## src/rtl/approx_mult_err_monitor.sv

```systemverilog
// approx_mult_err_monitor
// Error-distance statistics stage for 8x8 approximate multipliers.
// Accepts (a, b, y) samples over valid/ready, recomputes the exact product
// and accumulates ED metrics (error count, saturating sum, max) over a
// programmed run length.
// Optional feature macro: ERR_SQ_EN adds sum_sq_ed, a saturating sum of ED^2.
module approx_mult_err_monitor #(
  parameter int W     = 8,
  parameter int CNT_W = 16,
  parameter int ACC_W = 32
) (
  input  logic               clk,
  input  logic               rst_n,
  input  logic               start,
  input  logic [CNT_W-1:0]   num_samples,
  input  logic               in_valid,
  output logic               in_ready,
  input  logic [W-1:0]       a,
  input  logic [W-1:0]       b,
  input  logic [2*W-1:0]     y,
  output logic               busy,
  output logic               done,
  output logic [CNT_W-1:0]   sample_cnt,
  output logic [CNT_W-1:0]   err_cnt,
  output logic [ACC_W-1:0]   sum_ed,
  output logic [2*W-1:0]     max_ed,
  output logic               sat
`ifdef ERR_SQ_EN
  ,
  output logic [ACC_W-1:0]   sum_sq_ed
`endif
);

  localparam int PW    = 2 * W;
  localparam int SQ_W  = 4 * W;
  // Adder wide enough for either the accumulator or the widest increment, plus carry
  localparam int SUM_W = ((ACC_W > SQ_W) ? ACC_W : SQ_W) + 1;

  typedef enum logic [1:0] {
    IDLE  = 2'd0,
    RUN   = 2'd1,
    DRAIN = 2'd2,
    DONE  = 2'd3
  } state_t;

  state_t state, state_nxt;

  logic [CNT_W-1:0] n_lat;
  logic             accept;
  logic             last_acc;
  logic             clr;

  logic [PW-1:0]    exact_p1;
  logic [PW-1:0]    y_p1;
  logic             vld_p1;

  logic [PW-1:0]    ed;
  logic [ACC_W:0]   sum_ed_add;
`ifdef ERR_SQ_EN
  logic [SQ_W-1:0]  ed_sq;
  logic [ACC_W:0]   sum_sq_add;
`endif

  // Unsigned |x - z| without relying on a signed intermediate
  function automatic logic [PW-1:0] abs_diff(input logic [PW-1:0] x,
                                             input logic [PW-1:0] z);
    if (x >= z) return x - z;
    else        return z - x;
  endfunction

  // Saturating accumulate; MSB of the result flags that the clamp engaged
  function automatic logic [ACC_W:0] sat_add(input logic [ACC_W-1:0] acc,
                                             input logic [SQ_W-1:0]  inc);
    logic [SUM_W-1:0] s;
    logic [SUM_W-1:0] lim;
    s   = SUM_W'(acc) + SUM_W'(inc);
    lim = SUM_W'({ACC_W{1'b1}});
    if (s > lim) return {1'b1, {ACC_W{1'b1}}};
    else         return {1'b0, s[ACC_W-1:0]};
  endfunction

  assign accept   = in_valid & in_ready;
  assign last_acc = accept && ((sample_cnt + CNT_W'(1)) == n_lat);
  assign clr      = start && ((state == IDLE) || (state == DONE));

  // State register
  always_ff @(posedge clk or negedge rst_n) begin
    if (!rst_n) state <= IDLE;
    else        state <= state_nxt;
  end

  // Next-state logic; start is only honoured when no run is in flight
  always_comb begin
    state_nxt = state;
    case (state)
      IDLE, DONE: if (start) state_nxt = (num_samples == '0) ? DONE : RUN;
      RUN:        if (last_acc) state_nxt = DRAIN;
      DRAIN:      if (!vld_p1) state_nxt = DONE;
      default:    state_nxt = IDLE;
    endcase
  end

  // Handshake and status outputs decoded from state
  always_comb begin
    in_ready = (state == RUN) && (sample_cnt < n_lat);
    busy     = (state == RUN) || (state == DRAIN);
    done     = (state == DONE);
  end

  // ---- Stage 1: capture exact product and approximate result on accept ----
  always_ff @(posedge clk or negedge rst_n) begin
    if (!rst_n) begin
      vld_p1   <= 1'b0;
      exact_p1 <= '0;
      y_p1     <= '0;
    end else begin
      vld_p1 <= accept;
      if (accept) begin
        exact_p1 <= PW'(a) * PW'(b);
        y_p1     <= y;
      end
    end
  end

  // ---- Stage 2: error distance and statistics update ----
  always_comb begin
    ed         = abs_diff(exact_p1, y_p1);
    sum_ed_add = sat_add(sum_ed, SQ_W'(ed));
`ifdef ERR_SQ_EN
    ed_sq      = SQ_W'(ed) * SQ_W'(ed);
    sum_sq_add = sat_add(sum_sq_ed, ed_sq);
`endif
  end

  // Run length latch, sample counter and ED statistics
  always_ff @(posedge clk or negedge rst_n) begin
    if (!rst_n) begin
      n_lat      <= '0;
      sample_cnt <= '0;
      err_cnt    <= '0;
      sum_ed     <= '0;
      max_ed     <= '0;
      sat        <= 1'b0;
`ifdef ERR_SQ_EN
      sum_sq_ed  <= '0;
`endif
    end else if (clr) begin
      n_lat      <= num_samples;
      sample_cnt <= '0;
      err_cnt    <= '0;
      sum_ed     <= '0;
      max_ed     <= '0;
      sat        <= 1'b0;
`ifdef ERR_SQ_EN
      sum_sq_ed  <= '0;
`endif
    end else begin
      if (accept) sample_cnt <= sample_cnt + CNT_W'(1);
      if (vld_p1) begin
        if (ed != '0) err_cnt <= err_cnt + CNT_W'(1);
        sum_ed <= sum_ed_add[ACC_W-1:0];
        if (ed > max_ed) max_ed <= ed;
`ifdef ERR_SQ_EN
        sum_sq_ed <= sum_sq_add[ACC_W-1:0];
        if (sum_ed_add[ACC_W] || sum_sq_add[ACC_W]) sat <= 1'b1;
`else
        if (sum_ed_add[ACC_W]) sat <= 1'b1;
`endif
      end
    end
  end

endmodule

```

## config.mk

```make
export PLATFORM = sky130hd
export DESIGN_NAME = approx_mult_err_monitor
export DESIGN_NICKNAME = d
export VERILOG_FILES = /design/src/rtl/approx_mult_err_monitor.sv
export SDC_FILE = /design/constraint.sdc
export NUM_CORES = 1
export LEC_CHECK = 0
export CORE_ASPECT_RATIO = 0.8
export CORE_MARGIN = 3
export CORE_UTILIZATION = 40
export DETAILED_ROUTE_END_ITERATION = 10
export GPL_TIMING_DRIVEN = 0
export PLACE_DENSITY_LB_ADDON = 0.1
export SETUP_SLACK_MARGIN = 0.3
export SLEW_MARGIN = 15
export SYNTH_ARGS = -nofsm -noshare
export SYNTH_HDL_FRONTEND = slang
export SYNTH_SLANG_ARGS = --single-unit
```

## constraint.sdc

```tcl
create_clock -name clk -period 6 [get_ports clk]
set_clock_uncertainty 0.05 [all_clocks]
set_input_delay 1.2 -clock clk [delete_from_list [all_inputs] [get_ports clk]]
set_output_delay 1.2 -clock clk [all_outputs]
set_load 0.02 [all_outputs]
```

== Word-level counts from Yosys, hierarchy flattened ==
Index checks and enable logic that the tools add are counted.
Cells by class
  $lt $le $gt $ge: 4
  multiply operators: 1
  reduce and logical (&&, ||, !) cells: 18
  add/subtract/negate cells: 5
  div/mod/pow operators: 0
  eq/ne operators: 7
  bitwise logic cells: 1
  shift operators: 0
  muxes and demuxes: 20
Operator list (number)
  2-to-1 mux 16 bit: 9
  2-to-1 mux 32 bit: 2
  adder 32 x 16 -> 33 bit: 1
  > comparator 33 x 32 -> 1 bit (second input constant): 1
  2-to-1 mux 33 bit: 1
  adder 16 x 1 -> 16 bit (second input constant): 2
  subtractor 16 bit: 2
  == test 16 bit: 1
  greater-or-equal comparator 16 bit: 1
  > comparator 16 bit: 1
  logical NOT 16 bit: 1
  < comparator 16 bit: 1
  multiplier 8 x 8 -> 16 bit: 1
  nonzero test 16 bit: 1
  nonzero test 2 bit: 5
  2-to-1 mux 2 bit: 4
  inequality test 2 bit (second input constant): 3
  one-hot mux 2 bit (3 select lines): 1
  AND reduction 2 bit: 3
  == test 2 bit (second input constant): 2
  logical AND 1 bit: 3
  2-to-1 mux 1 bit: 3
  AND reduction 3 bit: 1
  == test 2 x 1 -> 1 bit (second input constant): 1
  other kinds (4): 5
Storage, ports and cells
  memory bits (writable): 0
  latch bits: 0
  ROM bits: 0
  memories kept: 0
  input port bits: 52
  register bits after elaboration: 132
  output and inout port bits: 84

== Longest topological paths before layout ==
  word-level depth: 8
  gate-level depth with buffers: 24
  depth with buffers taken out: 21

== Worst setup path after synthesis ==
Ideal clock, no wire load.
  path kind: in2reg
  from: in b[4]
  to: reg exact_p1[15]
  buffers on the path: 0
  arrival time: 5.121 ns
  stages on the path: 18
  library setup time: 0.135 ns
  path slack: 0.694 ns
  path through: and2_1 -> fa_1 -> fa_1 -> inv_1 -> fa_1 -> fa_1 -> inv_1 -> ha_1 -> o21ai_0 -> a21boi_0 -> o21ai_0 -> nand2_1 -> and2_1 -> o21ai_0 -> a21oi_1 -> o41ai_1 -> xnor2_1 -> o21ai_0
On the way
  longest elaborated chain between the ends: 1
RTL lines
  start, declared: RTL line 19  | input logic [W-1:0] b,
  multiplier 8 x 8 -> 16 bit: RTL line 119  | exact_p1 <= PW'(a) * PW'(b);
  end signal, assigned: RTL line 119
  end, declared: RTL line 53  | logic [PW-1:0] exact_p1;
No other way between the ends.
A chain may end at the register's enable or synchronous reset.

== Worst setup path after layout ==
  from: in a[3]
  to: reg exact_p1[14]
On the way
  longest elaborated chain between the ends: 1
RTL lines
  start, declared: RTL line 18  | input logic [W-1:0] a,
  multiplier 8 x 8 -> 16 bit: RTL line 119
No other way between the ends.

==> results by group <==
Status
  • Status: finished clean

Power
  • Leakage dissipation: 6.25 nW
  • Clk pwr share: 0.110
  • Pint: 4.28 mW
  • Sw power: 4.40 mW
  • Sw frac: 0.507
  • Comb pwr share: 0.733
  • Reg power frac: 0.157
  • VDD IR max: 0.000447 V
  • P per Cell Area: 647 mW/mm^2

STA
  • Final worst setup slack: 0.520 ns
  • WHS: 0.438 ns
  • Slew Limit Fails: 0
  • Final setup vio count: 0
  • Max Freq: 182 MHz
  • Setup TNS: 0 ns
  • Minimum clock period: 5.48 ns
  • Final Hold Viols: 0
  • Final Cycle Share: 0.913
  • Rel. slew slack: 0.449
  • Worst Tran Pin Value: 0.827 ns
  • RSZ-0062 raised after global routing: false

Logic synthesis
  • Syn_area_per_cell: 8.80 sq um
  • Post-synth EDFFs: 0
  • Seq cells post-synth: 132
  • Primary FF master, synth: dfrtp_1
  • Unique masters post-synth: 64
  • Top-area cell type share of the netlist area: 0.300
  • Post-synth ARST share: 1.00
  • Post-Syn Area: 0.0110 sq mm
  • Top post-synthesis cells by area: dfrtp_1, ha_1, fa_1
  • Cells after Synth: 1249
  • Seq/Total Area, Yosys: 0.300
  • Syn_nets: 1464
  • Ys Warns: 0
  • Area leader, netlist: dfrtp_1

CTS
  • H-tree depth reported by CTS: 4
  • Clk sinks: 132
  • Clock buffer depth: 2
  • Clk slew on worst S/H paths: 0.06 ns
  • CTS tree: yes
  • Post-CTS Hold Fix Bufs: 0
  • Clock Tree Root: clkbuf_16
  • CTS Buf Count: 17
  • Clock Latency Late Sink: 0.43 ns

Setup path
  • Most used cell along the critical path: fa_1
  • Kind of critical path: in2reg
  • Crit path max-delay cell type: fa_1
  • Crit. End Element: flop
  • Startpoint type of the worst setup path: input pin
  • Slowest stage delay, CP: 0.55 ns
  • Crit path max fanout: 8
  • CP Data Required Time: 6.24 ns
  • CP Cell Sequence: dlygate4sd2_1 -> and2_1 -> fa_1 -> fa_1 -> inv_1 -> fa_1 -> fa_1 -> inv_1 -> ha_1 -> a21o_1 -> a21oi_2 -> o21ai_0 -> a211o_1 -> a21oi_2 -> o21bai_1 -> a21oi_1 -> xor2_1 -> o21ai_0
  • Worst Path Arrival: 5.72 ns

Global routing
  • Gr ovfl total: 0
  • Number of global-route vias before repair: 9042
  • Largest net degree at the start of global routing: 77
  • GRT Total Usage: 0.208
  • Initial antenna violation count: 1
  • First-pass GRT wire length: 49.0 mm

Floorplanning
  • Full die area: 0.0295 sq mm
  • Row count: 53
  • Initial Util: 0.412
  • IO Count: 136
  • Core area: 0.0267 sq mm
  • Die Span X: 191 um
  • Die height: 154 um

Placed design
  • HPWL after DPL: 23.6 mm
  • GPL Wtd Cong: 0.834
  • Buffers on Ports: 135
  • Pre-CTS WS: -0.491 ns
  • Placed cell area: 0.0128 sq mm

Layout
  • Share of the core filled with cells: 0.503
  • # fillers: 2591
  • Design area: 0.0134 sq mm
  • P&R area growth vs syn: 21.9%
  • Nets: 1619
  • N_diodes: 0
  • Layout cells sized above 1: 0.0558

Route
  • DR vias/cell: 5.26
  • Drt pass-1 iters: 4
  • ANT nets after route: 0
  • First DRT Iteration DRCs: 518
  • Drt wl/cell: 16.9 um
  • Via count: 9335
  • DRT Wirelength: 30.1 mm
  • DRC viols: 0

Hold path
  • Hold Path Class: reg2reg

Run
  • Max-cap viol count: 0
[registers in the layout, indices dropped and copies added (netlist names)]
name and cells:
sum_ed 32, err_cnt 16, exact_p1 16, max_ed 16, n_lat 16, sample_cnt 16, y_p1 16, state 2
sat 1, vld_p1 1
[path summary, 6_finish.rpt]
kind                         startpoint           end  slack, ns  cells after the start
max reg2reg                exact_p1[11]     sum_ed[8]       0.65                     22
max in group asynchronous         rst_n      n_lat[6]       4.49                      2
max                                a[3]  exact_p1[14]       0.52                     18
min in group asynchronous         rst_n    sum_ed[14]       0.71                      1
min                                 sat           sat       0.44                      2
min reg2reg                         sat           sat       0.44                      2
[per-layer routing]
metal  GRT usage  wire length [um]  vias up
met5           0                20        -
met4      0.0423               363        2
met3      0.0383              1300       28
met2       0.299             12600      197
met1       0.324             15800     4524
li1            -                 -     4584
[Yosys cell counts, types with 3 or more instances]
library cell    n
and4_1          4
ha_1          124
nand2_1       141
xnor2_1        46
or3_1          17
nor2_1         58
nand2b_1       11
and2_1         46
xor2_1         41
nor3_1         14
o21ai_0       104
a21oi_1        54
clkbuf_1       32
nand3_1        30
and3_1         14
o31ai_1         6
nand4_1        11
dfrtp_1       132
a211oi_1       19
a21o_1         22
o21a_1         10
o21bai_1        5
buf_2           7
nor2b_1        12
a31oi_1         9
mux2i_1        36
fa_1           39
or2_2           4
inv_1         131
o2111ai_1       4
nor4_1         11
o21ai_1         9
a31o_2          4
or4_1           3
[critical path, delay by kind of cell]
| kind | cells | cell delay, ns |
|---|---|---|
| compound gates | 8 | 1.35 |
| xor+xnor | 1 | 0.28 |
| fa+ha+maj | 5 | 2.27 |
| buf+inv | 3 | 0.43 |
| simple gates | 1 | 0.19 |
[area by class of cell]
class,instances,area [sq um],area share
inverter,132,495,0.0370
tap,357,447,0.0333
clock buffer,20,437,0.0326
buffer,43,198,0.0147
multi-input combinational,942,7080,0.528
sequential,132,3300,0.246
timing repair buffer,136,1360,0.102
clock inverter,12,85.1,0.00635
[power by group through the flow]
| stage | Sequential, mW | Clock (mW) | Combinational (mW) |
|---|---|---|---|
| after floorplan | 1.41 | 0 | 4.54 |
| after global placement | 1.38 | 0 | 6.14 |
| after detailed placement | 1.38 | 0 | 6.21 |
| after CTS | 1.37 | 0.972 | 6.26 |
| after global routing | 1.40 | 1.02 | 7.17 |
| final | 1.37 | 0.952 | 6.36 |
[through the flow]
stage                     power (mW)  instances
after floorplan                 5.95       1249
after global placement          7.52       1741
after detailed placement        7.59       1742
after CTS                       8.60       1774
after global routing            9.59       1774
final                           8.68       1774
[cells by family after synthesis]
family | Yosys count | share of synthesized area
AND/OR/NAND/NOR | 384 | 0.172
AO/OA/AOI/OAI | 272 | 0.151
multiplexers | 36 | 0.0328
XOR/XNOR | 87 | 0.0693
flip-flops | 132 | 0.300
buffers and inverters | 175 | 0.0619
adder cells (fa/ha/maj) | 163 | 0.212
[placed cells by master (no fill, tap or decap), types with 19 or more instances in the layout]
cell type / count
and2_1: 46
o21ai_0: 101
xnor2_1: 44
a21o_1: 22
nand3_1: 29
ha_1: 124
clkdlybuf4s50_1: 120
a21oi_1: 49
a211oi_1: 19
nor2_1: 57
nand2_1: 141
xor2_1: 41
fa_1: 39
inv_1: 131
mux2i_1: 36
dfrtp_1: 132
clkbuf_1: 30
[what timing repair did]
item / in CTS / in global routing
buffers inserted: 0 / 0
pin swaps: 0 / 1
endpoints found under the setup margin: 34 / 53
endpoints found under the hold margin: 0 / 0
cloned: 0 / 0
resized for setup: 17 / 32
No activity file was read; power rests on OpenSTA's default activity.
